==> config.mk <==
export PLATFORM = sky130hd
export DESIGN_NAME = fifo_read_adapter
export DESIGN_NICKNAME = d
export VERILOG_FILES = /design/src/rtl/fifo_read_adapter.sv
export SDC_FILE = /design/constraint.sdc
export NUM_CORES = 1
export LEC_CHECK = 0
export ABC_AREA = 0
export BUFFER_PORTS_ARGS = -buffer_cell sky130_fd_sc_hd__buf_2
export CORE_AREA = 2 2 107 68
export CTS_CLUSTER_SIZE = 24
export DETAILED_ROUTE_END_ITERATION = 7
export DIE_AREA = 0 0 109 70
export PLACE_DENSITY = 0.82
export SLEW_MARGIN = 20
export SYNTH_ARGS = -nofsm -noshare
export SYNTH_HDL_FRONTEND = slang
export SYNTH_SLANG_ARGS = --single-unit
export TNS_END_PERCENT = 10
==> constraint.sdc <==
create_clock -name clk -period 1.73 [get_ports clk]
set_input_delay 0.346 -clock clk [delete_from_list [all_inputs] [get_ports clk]]
set_output_delay 0.346 -clock clk [all_outputs]
set_load 0.1 [all_outputs]
==> src/rtl/fifo_read_adapter.sv <==
`default_nettype none
// ============================================================================
// Module      : fifo_read_adapter
// Description : Read-side stage in the read clock domain, directly downstream
//               of the async FIFO. Converts the FIFO pull interface
//               (fifo_rpull / fifo_rempty / fifo_rdata) into a registered
//               valid/ready stream with a 2-entry output buffer (output
//               register plus skid register). Sustains one beat per cycle.
//               fifo_rpull depends only on registered state, fifo_rempty,
//               flush and rst -- never on m_ready.
//
// Ports       : clk          single clock (FIFO read clock)
//               rst          synchronous active-high reset
//               fifo_rempty  FIFO empty flag
//               fifo_rdata   FIFO head word, valid while !fifo_rempty
//               fifo_rpull   pop request; word consumed at this clk edge
//               flush        synchronous drop of all buffered words
//               m_valid      output word valid (registered)
//               m_ready      downstream accept
//               m_data       output word (registered)
//               beat_cnt     accepted-beat counter (optional)
//
// Options     : FIFO_RD_ADAPTER_STAT_EN -- when defined, adds the beat_cnt
//               port and its counter. Undefined: port and logic absent.
//
// Revision    : 1.0  initial release
// ============================================================================
module fifo_read_adapter #(
    parameter int DATA_WIDTH = 32,
    parameter int CNT_WIDTH  = 16
) (
    input  logic                  clk,
    input  logic                  rst,
    input  logic                  fifo_rempty,
    input  logic [DATA_WIDTH-1:0] fifo_rdata,
    output logic                  fifo_rpull,
    input  logic                  flush,
    output logic                  m_valid,
    input  logic                  m_ready,
    output logic [DATA_WIDTH-1:0] m_data
`ifdef FIFO_RD_ADAPTER_STAT_EN
    ,
    output logic [CNT_WIDTH-1:0]  beat_cnt
`endif
);

    // Reject nonsensical widths at elaboration time.
    generate
        if (DATA_WIDTH < 1 || CNT_WIDTH < 1) begin : g_bad_param
            $error("fifo_read_adapter: DATA_WIDTH and CNT_WIDTH must be >= 1");
        end
    endgenerate

    // Occupancy-encoded state: number of words held in out/skid registers.
    typedef enum logic [1:0] {
        ST_EMPTY = 2'd0,
        ST_ONE   = 2'd1,
        ST_TWO   = 2'd2
    } state_t;

    state_t                state_q, state_d;
    logic [DATA_WIDTH-1:0] out_q,   out_d;
    logic [DATA_WIDTH-1:0] skid_q,  skid_d;

    logic w_push;
    logic w_pop;

    // Pull whenever there is room. Flush suppresses the pull so a word is
    // never taken out of the FIFO only to be dropped by the flush.
    assign w_push     = !rst && !flush && !fifo_rempty && (state_q != ST_TWO);
    assign w_pop      = m_valid && m_ready;

    assign fifo_rpull = w_push;
    assign m_valid    = (state_q != ST_EMPTY);
    assign m_data     = out_q;

    // ------------------------------------------------------------------------
    // Next-state / datapath
    // fifo_rdata is only ever captured under w_push, which implies
    // !fifo_rempty, so undefined data on an empty FIFO never enters the
    // registers.
    // ------------------------------------------------------------------------
    always_comb begin
        state_d = state_q;
        out_d   = out_q;
        skid_d  = skid_q;

        if (flush) begin
            // Buffered words are dropped; register contents are left as-is
            // since m_valid masks them.
            state_d = ST_EMPTY;
        end else begin
            unique case (state_q)
                ST_EMPTY: begin
                    if (w_push) begin
                        state_d = ST_ONE;
                        out_d   = fifo_rdata;
                    end
                end
                ST_ONE: begin
                    if (w_push && w_pop) begin
                        // Head leaves while the new word takes its place.
                        out_d   = fifo_rdata;
                    end else if (w_push) begin
                        state_d = ST_TWO;
                        skid_d  = fifo_rdata;
                    end else if (w_pop) begin
                        state_d = ST_EMPTY;
                    end
                end
                ST_TWO: begin
                    // No push is possible here; only drain into out reg.
                    if (w_pop) begin
                        state_d = ST_ONE;
                        out_d   = skid_q;
                    end
                end
                default: begin
                    state_d = ST_EMPTY;
                end
            endcase
        end
    end

    always_ff @(posedge clk) begin
        if (rst) begin
            state_q <= ST_EMPTY;
            out_q   <= '0;
            skid_q  <= '0;
        end else begin
            state_q <= state_d;
            out_q   <= out_d;
            skid_q  <= skid_d;
        end
    end

`ifdef FIFO_RD_ADAPTER_STAT_EN
    // ------------------------------------------------------------------------
    // Accepted-beat counter. Counts every handshake, including one that
    // coincides with a flush. Wraps naturally; cleared only by rst.
    // ------------------------------------------------------------------------
    logic [CNT_WIDTH-1:0] beat_cnt_q;

    always_ff @(posedge clk) begin
        if (rst) begin
            beat_cnt_q <= '0;
        end else if (w_pop) begin
            beat_cnt_q <= beat_cnt_q + 1'b1;
        end
    end

    assign beat_cnt = beat_cnt_q;
`endif

endmodule
`default_nettype wire

==> results by stage, run 1 <==
Routing:
- In the routed design, unresolved DRC markers number 0.
- For this block, wires on met1 add up to approximately 3600 µm.
- The uppermost layer routed is met4.
- In the final routed layout, each cell accounts on average for roughly 15 µm.
- The routed design uses between 3000 and 4000 µm of met2 wire.
- The detailed-route via count is 2888.
- In this run, the number of DRC markers left after iteration 0 of detailed routing was between 200 and 250.
- The number of antenna-violating nets in the routed design is 0.
- The ratio of routed vias to standard cells is ~5.6.
- The count of TritonRoute iterations in the first routing pass is 5.
- The routed design uses between 600 and 700 µm of met3 wire.
- The routed wire length is between 7000 and 8000 µm.

Yosys:
- The total number of yosys warnings is 0.
- In this run the mean area of a mapped cell was roughly 9 µm².
- The basic-gate share of the synthesized area counting and, or, nand and nor cells is between 20% and 30%.
- The adder-cell share of the synthesized area is 0%.
- The area fraction of the dominant cell type after synthesis is a little over two fifths.
- After technology mapping, the gate count stands at 351.
- The share of synthesized area occupied by flip-flops and latches is approximately 43%.
- The fraction of synthesized area in multiplexers is ~10%.
- The combinational family with the most area after synthesis is simple AND/OR/NAND/NOR gates.
- The number of distinct standard cells referenced by the synthesized netlist is 27.
- Summed over all instances, the cell type with the most area after synthesis is dfxtp_1.
- The synthesized netlist devotes 19.1% of its cell area to compound gates.
- In the post-synthesis netlist, the biggest area contributors are dfxtp_1 (43%), mux2i_1 (10%), o211ai_1 (7.8%), or3b_2 (7.1%), a21oi_1 (5.7%).
- The synthesized net count is 388.
- The synthesized-area fraction occupied by xor and xnor cells is 0%.
- The mapped netlist covers roughly 3100 µm².
- Counting flops and latches in the post-synthesis netlist gives 66.

Die:
- During I/O placement, the number of pins put on the boundary was 71.
- The floorplan has 24 rows.
- The die is 109 µm wide.
- The die outline area is ~7600 µm².
- The area of the placeable core is 6820 µm².
- The die boundary height is about 70 µm.
- For this configuration, the core starts out at a cell density of 45.4%.

Clocking:
- The maximum number of buffers from clock root to sink is 2.
- The clock-pin slew of the registers on the worst-case setup and hold paths is roughly 80 ps.
- The H-tree generated during clock tree synthesis spans 3 levels.
- The number of buffers created by CTS is 9.
- The TritonCTS clock tree is built.
- Clock latency on the worst-skew pair, taken at its later pin, is between 300 and 400 ps.
- The number of clock sinks is 66.
- For this design, the CTS-stage hold fixing added 0 buffers.
- CTS placed an instance of clkbuf_8 at the clock tree root.

Place:
- The post-placement worst setup slack is -26.3 ps.
- The final weighted congestion in routability-driven placement is 0.745.
- Detailed placement ended at an HPWL of roughly 5300 µm.
- The placed instances occupy a cell area of 3660 µm².
- The total of buffers placed on input and output ports is 70.

Power and ir drop:
- Summed over all cells, the static leakage comes to 0.00162 µW.
- The power per cell area is roughly 940 nW/µm².
- The worst-case IR drop observed on VDD is roughly 0.49 mV.

Setup path:
- The critical path's top delay family is flip-flops.
- The total buffers and inverters traversed by the critical path is 2.
- By startpoint and endpoint, the worst setup path is classified as reg -> out.
- The type of element capturing the critical path is a primary output.
- The startpoint class of the critical path is a flop.
- In this run the worst path has a maximum fanout of 12.
- The delay contributed by the slowest stage of the critical path is 350 ps.
- Data on the critical path arrives at its endpoint at roughly 1400 ps.
- The critical path data required time is 1380 ps.
- The slowest stage of the critical path belongs to the cell dfxtp_2.
- Walking the worst path, the cells encountered are buf_4, or2_2, buf_12.

GRT:
- The number of antenna violations at the first check in global routing is 1.
- The via count of the first global-routing pass came to around 2700.
- The total track usage is 21.2%.
- The first global-routing pass estimated ~13000 µm of wire.
- The largest net degree at the start of global routing is 34.
- Global routing finished with a remaining overflow of 0.

Timing:
- Setup violations remaining at the end of the flow were counted as 0.
- Setup repair after global routing could not meet its margin everywhere.
- Derived from the worst setup path, the maximum achievable clock frequency is around 590 MHz.
- The final critical-path share of the clock period is 98.1%.
- The relative slew slack is a little under 70%.
- The post-layout minimum cycle time is about 1700 ps.
- The max-slew violation count came to 0.
- At the pin with the least slew margin, the transition time is 491 ps.
- Summed over all failing endpoints, the final setup total negative slack is 0 ps.
- The worst clock skew is about 8.3 ps.
- The count of endpoints failing hold in the final timing report came to 0.
- Setup slack closes at around 32 ps.

Finish:
- The final core area utilization is a little under three fifths.
- The final instance area is ~3900 µm².
- The share of post-route cells with drive strength above 1 is between 30% and 40%.
- After the last flow step, the layout net total stands at roughly 450.
- The layout-stage area growth over the synthesis result is 25.9%.

Job:
- Across the run, the number of max-cap violations was 0.

Status:
- The run finished with clean final reports.

Hold path:
- The path category of the worst min-delay check is in -> reg.
[cells by family (layout without fill, tap and decap cells)]
logic type | after synthesis | count (layout)
buffers and inverters | 40 | 110
other | 0 | 1
AND/OR/NAND/NOR | 112 | 112
flip-flops | 66 | 66
multiplexers | 32 | 32
AO/OA/AOI/OAI | 101 | 101
[path summary, 6_finish.rpt]
| kind | slack, ps | startpoint | cells after the start | end |
|---|---|---|---|---|
| setup / recovery | 30 | state_q[1]$_SDFFE_PP0P_ | 3 | m_valid |
| hold / removal | 250 | fifo_rdata[21] | 3 | skid_q[21]$_SDFFE_PP0P_ |
| setup reg to reg | 80 | state_q[1]$_SDFFE_PP0P_ | 4 | skid_q[16]$_SDFFE_PP0P_ |
| hold reg to reg | 460 | m_data[13]$_SDFFE_PP0P_ | 2 | m_data[13]$_SDFFE_PP0P_ |
[cell usage after synthesis]
library cell,number
buf_1,3
or2_1,1
buf_6,5
nand2b_1,1
o21a_1,1
nand3b_1,2
or4b_2,1
mux2i_1,32
nor2_1,2
or4_1,1
nand2_1,33
clkbuf_1,26
or3b_2,25
o21ai_0,32
nor4b_2,1
nand3_1,32
or3b_1,7
buf_2,5
nor3_1,2
or2_2,2
a21oi_1,35
or4b_1,1
dfxtp_1,66
o211ai_1,32
inv_2,1
nor2b_1,1
a31o_1,1
[area by class of cell]
cell class / count / area (µm²)
Tap cell: 91 / 114
Fill cell: 582 / 2920
Antenna cell: 1 / 2.50
Multi-Input combinational cell: 245 / 1610
Sequential cell: 66 / 1320
Inverter: 1 / 3.75
Clock buffer: 9 / 124
Clock inverter: 7 / 101
Timing Repair Buffer: 93 / 619
[layout by cell type, fill, tap and decap left out, drive strengths merged, types with 9 or more instances in the layout]
| cell type | n |
|---|---|
| buf | 93 |
| mux2i | 32 |
| a21oi | 35 |
| dfxtp | 66 |
| nand2 | 33 |
| or3b | 32 |
| o21ai | 32 |
| nand3 | 32 |
| o211ai | 32 |
| clkbuf | 9 |
[flip-flops by register name (all words and copies together) (netlist names)]
signal / flops
skid_q: 32
state_q: 2
m_data: 32
[routing by layer]
layer / up-vias / GRT usage [%]
li1: 1402 / -
met1: 1358 / 28.2
met2: 114 / 33.1
met3: 14 / 6.16
met4: 0 / 6.84
met5: - / 0
[metrics by stage]
step                hold WS [ps]  cells  power (µW)
floorplan                    425    351        2080
global placement             443    495        2240
detailed placement           448    495        2250
CTS                          229    512        3720
global route                 248    512        3810
finish                       251    513        3680
[power breakdown]
| part | internal (µW) | switching, µW |
|---|---|---|
| registers | 1560 | 20.4 |
| logic | 171 | 466 |
| clock network | 823 | 644 |
[tightest hold or removal path: stages]
cell and delay [ps]:
buf_2 110, nand3_1 60, a21oi_1 50
[timing repair]
action                                  4_1_cts  5_1_grt
resized for setup                             2        4
buffers inserted                              1        0
endpoints found under the hold margin         0        0
endpoints found under the setup margin        2        5
Power figures use the tool's default switching activity.
==> inputs of run 2 (changes only) <==
CORE_AREA = 3 3 108 69   (was 2 2 107 68)
DIE_AREA = 0 0 111 72   (was 0 0 109 70)
PLACE_DENSITY = 0.73   (was 0.82)
RECOVER_POWER = 100   (was unset)
==> run 2 against run 1 <==
  * Flip-flop and latch count is the same
  * Final cell count shrank 1.8%
  * Global-route usage shrank 0.62 points
  * Clock-buffer cell count grew 3
  * Core utilization grew 2.5 points
  * Die area grew 4.7%
  * Fmax is essentially flat
  * Register-to-register slack is essentially flat
  * Clock power is essentially flat
  * Sequential share of layout area is essentially flat
  * Power grew 0.50%
  * Wire length grew 4.4%
  * Critical path type unchanged
  * Highest routed layer unchanged
==> results by stage, run 2 (synthesis gave the netlist of run 1 again) <==
Clocking:
- The maximum number of buffers from clock root to sink was 2 (unchanged).
- The clock insertion delay at the later pin of the skew report is 340 ps (about the same).
- TritonCTS built the clock tree.
- The depth of the CTS H-tree is 3 (unchanged).
- The clock-pin slew of the registers on the worst-case setup and hold paths is 80 ps (about the same).
- The number of buffers created by CTS is 9 (unchanged).
- The clock root buffer is clkbuf_8.
- The post-CTS setup buffer count came to 0 (-1).
- The number of clock sinks was 66 (unchanged).

Setup path:
- The data arrival time of the critical path is 1350 ps (about the same).
- By startpoint and endpoint, the worst setup path is classified as reg -> out.
- The biggest fanout along the worst timing path is 27 (+15).
- The reg-to-reg setup timing slack is 70 ps (about the same).
- The critical path data required time is 1380 ps (about the same).
- STA classifies the critical path endpoint as a primary output.
- The startpoint class of the critical path is a flop.

Routing:
- The remaining routing DRC violations is 0 (unchanged).
- The number of antenna-violating nets in the routed design is 0 (unchanged).
- The ratio of routed vias to standard cells was 5.73 (+1.8%).
- The detailed router's first-iteration violation count came to 194 (-5.4%).
- The count of TritonRoute iterations in the first routing pass is 5 (unchanged).
- The routed wire length came to 8190 µm (+4.4%).
- The detailed-route wire length per cell is 16.2 µm (+6.2%).
- The detailed-route via count came to 2889 (+0.035%).

Finish:
- The net total in the final layout is 449 (-0.88%).
- The number of diodes added for antenna fixing is 0 (-1).
- The most frequent standard cell in the layout excluding fill and tap cells is buf_2.
- The final instance area was 3900 µm² (about the same).
- The share of post-route cells with drive strength above 1 is 33.6% (-0.87 points).
- The layout-stage area growth over the synthesis result is 25.9% (about the same).
- The non-filler instance count after layout is 504 (-1.8%).
- The library cells used most frequently in the layout, excluding fill and tap cells, are buf_2 (68), dfxtp_1 (64), a21oi_1 (35).
- The final core area utilization was 59.7% (+2.5 points).

Power and ir drop:
- The worst voltage drop across the vdd grid is 0.424 mV (-14%).
- The power per cell area is 949 nW/µm² (+0.53%).
- The leakage component of the power is 0.00162 µW (-0.24%).

Job:
- The max capacitance violation total is 0 (unchanged).

Timing:
- The final critical-path share of the clock period was 98.2% (about the same).
- Setup repair after global routing could not meet its margin everywhere.
- The relative slew slack came to 67.3% (-0.20 points).
- The worst clock skew is 12.5 ps (+4.14 ps).
- The max-slew violation count was 0 (unchanged).
- The total of endpoints with negative setup slack in the final report is 0 (unchanged).
- The worst-margin pin slew is 494 ps (+2.98 ps).
- The highest clock rate came to 589 MHz (about the same).
- The post-layout minimum cycle time is 1700 ps (+0.977 ps).
- The count of endpoints failing hold in the final timing report came to 0 (unchanged).

Die:
- The starting utilization of the core area was 47.4% (+2.0 points).
- The number of top-level pins was 71 (unchanged).
- The total number of placement rows came to 23 (-4.2%).
- The die outline area came to 7990 µm² (+4.7%).
- The die boundary height is 72 µm (+2.9%).
- The horizontal die dimension was 111 µm (+1.8%).
- The area of the placeable core was 6530 µm² (-4.2%).

GRT:
- The total congestion overflow after global routing is 0 (unchanged).
- The via count of the first global-routing pass is 2766 (+3.0%).
- The number of antenna violations at the first check in global routing is 0 (-1).
- The global-route wire length before repair came to 13400 µm (+5.5%).
- The total track usage is 20.6% (-0.62 points).
- The largest net degree at the start of global routing is 37 (+8.8%).

Place:
- The total of buffers placed on input and output ports was 70 (unchanged).
- The final weighted congestion in routability-driven placement was 0.779 (+4.6%).
- The placed cell count is 488 (-1.4%).
- The total half-perimeter wirelength after legalization and detailed placement was 5110 µm (-2.9%).
- The cell area after placement is 3640 µm² (-0.41%).

Hold path:
- The path category of the worst min-delay check is in -> reg.

Status:
- The flow ran to the end, and the final reports show no timing, DRC or antenna violations.
==> run 2: path summary, 6_finish.rpt <==
path	startpoint	end	cells after the start
worst max-delay path	state_q[0]$_SDFFE_PP0P_	m_valid	3
worst max register to register	state_q[1]$_SDFFE_PP0P_	skid_q[12]$_SDFFE_PP0P_	4
worst min-delay path	fifo_rdata[20]	skid_q[20]$_SDFFE_PP0P_	3
worst min register to register	m_data[17]$_SDFFE_PP0P_	m_data[17]$_SDFFE_PP0P_	2
==> run 2: timing repair <==
action | 4_1_cts | 5_1_grt
hold buffers | 0 | 0
setup endpoints to repair | 2 | 3
gates resized for setup | 7 | 5
endpoints found under the hold margin | 0 | 0
==> run 2: worst max-delay path: stages (launching register included) <==
cell,delay (ps)
dfxtp_2,350
buf_8,160
or2_2,330
buf_12,170
==> run 2: area by class of cell <==
| type | instances | area, µm² |
|---|---|---|
| Sequential cell | 66 | 1320 |
| Multi-Input combinational cell | 245 | 1610 |
| Tap cell | 87 | 109 |
| Clock inverter | 4 | 73.8 |
| Clock buffer | 12 | 155 |
| Inverter | 1 | 3.75 |
| Fill cell | 585 | 2630 |
| Timing Repair Buffer | 89 | 622 |
==> run 2: report_power, final <==
group	switching, µW	internal [µW]
Combinational	469	170
Clock	590	891
Sequential	22.3	1560
==> run 2: per-stage QoR <==
step                TNS [ps]  power [µW]  hold WS, ps  worst slack [ps]
global route           -16.7        3820          264             -8.82
CTS                        0        3720          247              17.1
detailed placement      -149        2250          450             -38.4
global placement           0        2240          441              15.1
floorplan               -356        2080          425              -356
finish                     0        3700          258              31.5
==> run 2: layer usage <==
metal	routed length, µm	up-vias	global-route usage [%]
met5	0	-	0
met4	40	0	5.46
met3	617	7	6.33
met2	3590	104	32.0
met1	3940	1390	28.2
li1	-	1388	-
==> inputs of run 3 (changes only) <==
CORE_AREA = 3 3 143 89   (was 3 3 108 69)
DIE_AREA = 0 0 146 92   (was 0 0 111 72)
PLACE_DENSITY = 0.46   (was 0.73)
==> run 3 against run 2 <==
  * Sequential power about the same
  * Core utilization shrank 24 points
  * Clock power increased by 19%
  * Worst hold slack improved by 18 ps
  * Sequential share of layout area down 1.3 points
  * Critical endpoint unchanged
  * Largest cell class unchanged
  * Highest routed layer unchanged
==> results by stage, run 3 (synthesis gave the netlist of run 1 again) <==
Routing:
- The routed wire length is 9690 µm (+18%).
- The detailed-route via count is 2847 (-1.5%).
- The count of TritonRoute iterations in the first routing pass is 4 (-1).
- The number of antenna-violating nets in the routed design is 0 (unchanged).
- The ratio of routed vias to standard cells is 4.92 (-14%).
- The remaining routing DRC violations is 0 (unchanged).
- The detailed-route wire length per cell came to 16.7 µm (+3.0%).
- The detailed router's first-iteration violation count was 138 (-29%).

Place:
- The total half-perimeter wirelength after legalization and detailed placement is 6090 µm (+19%).
- The final weighted congestion in routability-driven placement is 0.723 (-7.2%).
- The total of buffers placed on input and output ports is 70 (unchanged).
- The post-placement worst setup slack is 5.66 ps (+44.1 ps).
- The placed cell count is 564 (+16%).

Clocking:
- The depth of the CTS H-tree was 3 (unchanged).
- The clock root buffer is clkbuf_16.
- The maximum number of buffers from clock root to sink is 2 (unchanged).
- The clock insertion delay at the later pin of the skew report is 330 ps (about the same).
- The TritonCTS clock tree is built.
- The count of hold buffers inserted by post-cts repair is 0 (unchanged).
- The clock-pin slew of the registers on the worst-case setup and hold paths is 60 ps (-20 ps).
- The number of buffers created by CTS is 9 (unchanged).
- The number of clock sinks is 66 (unchanged).

Setup path:
- STA classifies the critical path endpoint as a primary output.
- The startpoint class of the critical path is a flop.
- The kind of cell with the highest combined delay along the critical path is flip-flops.
- The worst setup path is of the reg -> out kind.
- The total buffers and inverters traversed by the critical path is 2 (unchanged).
- The biggest fanout along the worst timing path is 11 (-59%).
- The critical path goes through buf_4, or2_2, buf_12.
- The data arrival time of the critical path came to 1340 ps (about the same).
- The path depth of the worst reg2reg path is 4 (unchanged).
- The critical path data required time is 1380 ps (about the same).
- The end of the worst register-to-register path is m_data[10]$_SDFFE_PP0P_.
- Among all stages on the critical path, the largest delay is contributed by dfxtp_2.
- The reg-to-reg setup timing slack came to 70 ps (about the same).
- The delay contributed by the slowest stage of the critical path is 350 ps (about the same).
- The worst flop-to-flop path startpoint is state_q[0]$_SDFFE_PP0P_.

Die:
- The total number of placement rows is 30 (+30%).
- The die boundary height was 92 µm (+28%).
- The starting utilization of the core area is 27.2% (-20 points).
- The die outline area is 13400 µm² (+68%).
- The horizontal die dimension is 146 µm (+32%).
- The area of the placeable core is 11400 µm² (+74%).
- The number of top-level pins is 71 (unchanged).

Power and ir drop:
- The worst voltage drop across the vdd grid is 0.521 mV (+23%).
- The power per cell area was 983 nW/µm² (+3.6%).
- The leakage component of the power is 0.00162 µW (+0.51%).

Timing:
- The post-layout minimum cycle time was 1680 ps (-13.5 ps).
- The worst clock skew is 4.64 ps (-7.82 ps).
- The total of endpoints with negative setup slack in the final report is 0 (unchanged).
- The highest clock rate is 593 MHz (+0.80%).
- The worst-margin pin slew is 556 ps (+62.1 ps).
- The final critical-path share of the clock period came to 97.4% (-0.78 points).
- The count of endpoints failing hold in the final timing report came to 0 (unchanged).
- The worst path setup slack after routing was 45.0 ps (+13.5 ps).
- The relative slew slack is 63.1% (-4.2 points).
- The max-slew violation count is 0 (unchanged).
- Setup repair after global routing could not meet its margin everywhere.

GRT:
- The global-route wire length before repair is 15400 µm (+15%).
- The largest net degree at the start of global routing came to 37 (unchanged).
- The number of antenna violations at the first check in global routing is 0 (unchanged).
- The total congestion overflow after global routing is 0 (unchanged).
- The via count of the first global-routing pass is 2888 (+4.4%).
- The total track usage is 14.5% (-6.1 points).

Finish:
- Relative to the synthesized area, the layout overhead comes to 31.3%.
- The most frequent standard cell in the layout excluding fill and tap cells is dfxtp_1.
- The share of post-route cells with drive strength above 1 is 33.7% (+0.078 points).
- The non-filler instance count after layout came to 579 (+15%).
- The number of diodes added for antenna fixing was 0 (unchanged).
- The net total in the final layout is 453 (+0.89%).
- The top cell types in the final layout, fill and taps aside, are dfxtp_1 (64), buf_2 (36), a21oi_1 (35).

Hold path:
- The startpoint identified for the worst hold timing path is fifo_rdata[26].
- The path category of the worst min-delay check is in -> reg.
- The number of stages on the worst hold path is 3 (unchanged).
- For hold timing, the worst endpoint is skid_q[26]$_SDFFE_PP0P_.

Job:
- The max capacitance violation total came to 0 (unchanged).

Status:
- The flow ran to the end, and the final reports show no timing, DRC or antenna violations.
[run 3: cell count changes in the layout (fill, tap and decap cells not counted), moves of 2 or more]
cell,change
buf_12,-2
clkbuf_2,+32
clkbuf_8,-11
buf_2,-32
o21ai_0,+3
buf_4,+4
buf_6,+2
clkbuf_16,+10
o21ai_1,-3
[run 3: worst max-delay path by stage]
stage | start | end | slack (ps) | cells after the start
global placement | rst | m_data[18]$_SDFFE_PP0P_ | 20 | 5
CTS | state_q[0]$_SDFFE_PP0P_ | fifo_rpull | 5 | 4
floorplan | rst | fifo_rpull | -360 | 5
global route | state_q[1]$_SDFFE_PP0P_ | m_valid | -4 | 3
detailed placement | rst | m_data[5]$_SDFFE_PP0P_ | 6 | 5
finish | state_q[1]$_SDFFE_PP0P_ | m_valid | 50 | 3
[run 3: cell type report]
cell class	instances	area, µm²
Timing Repair Buffer	93	644
Multi-Input combinational cell	245	1620
Clock buffer	11	233
Clock inverter	3	42.5
Tap cell	160	200
Fill cell	1187	7310
Sequential cell	66	1330
Inverter	1	3.75
[run 3: metal layers]
metal  global-route usage, %  vias to the layer above  routed length (µm)
met3                    5.63                        8                 515
li1                        -                     1404                   -
met2                    20.2                       82                4030
met4                    4.23                        0                  93
met5                       0                        -                   0
met1                    20.5                     1353                5050
[run 3: timing repair]
item,CTS,global route
pin swaps,1,0
buffers inserted,0,0
gates resized for setup,6,2
setup endpoints to repair,2,3
cloned,0,1
[run 3: report_power, final]
group / internal (µW) / switching [µW] / total [µW]
Sequential: 1560 / 23.4 / 1580
Clock: 1100 / 661 / 1760
Combinational: 173 / 483 / 656
[run 3: worst min-delay path, stage by stage]
cell and delay [ps]:
buf_2 100, nand3_1 60, a21oi_1 50
[run 3: through the flow]
| step | power [µW] | utilization (%) | area [µm²] | setup TNS [ps] | hold slack [ps] |
|---|---|---|---|---|---|
| floorplan | 2080 | - | 3130 | -356 | 425 |
| global placement | 2270 | 33.1 | 3760 | 0 | 443 |
| detailed placement | 2270 | 33.1 | 3760 | 0 | 449 |
| CTS | 4050 | 35.7 | 4060 | 0 | 266 |
| global route | 4150 | 35.8 | 4070 | -8.03 | 270 |
| finish | 4000 | 35.8 | 4070 | 0 | 276 |
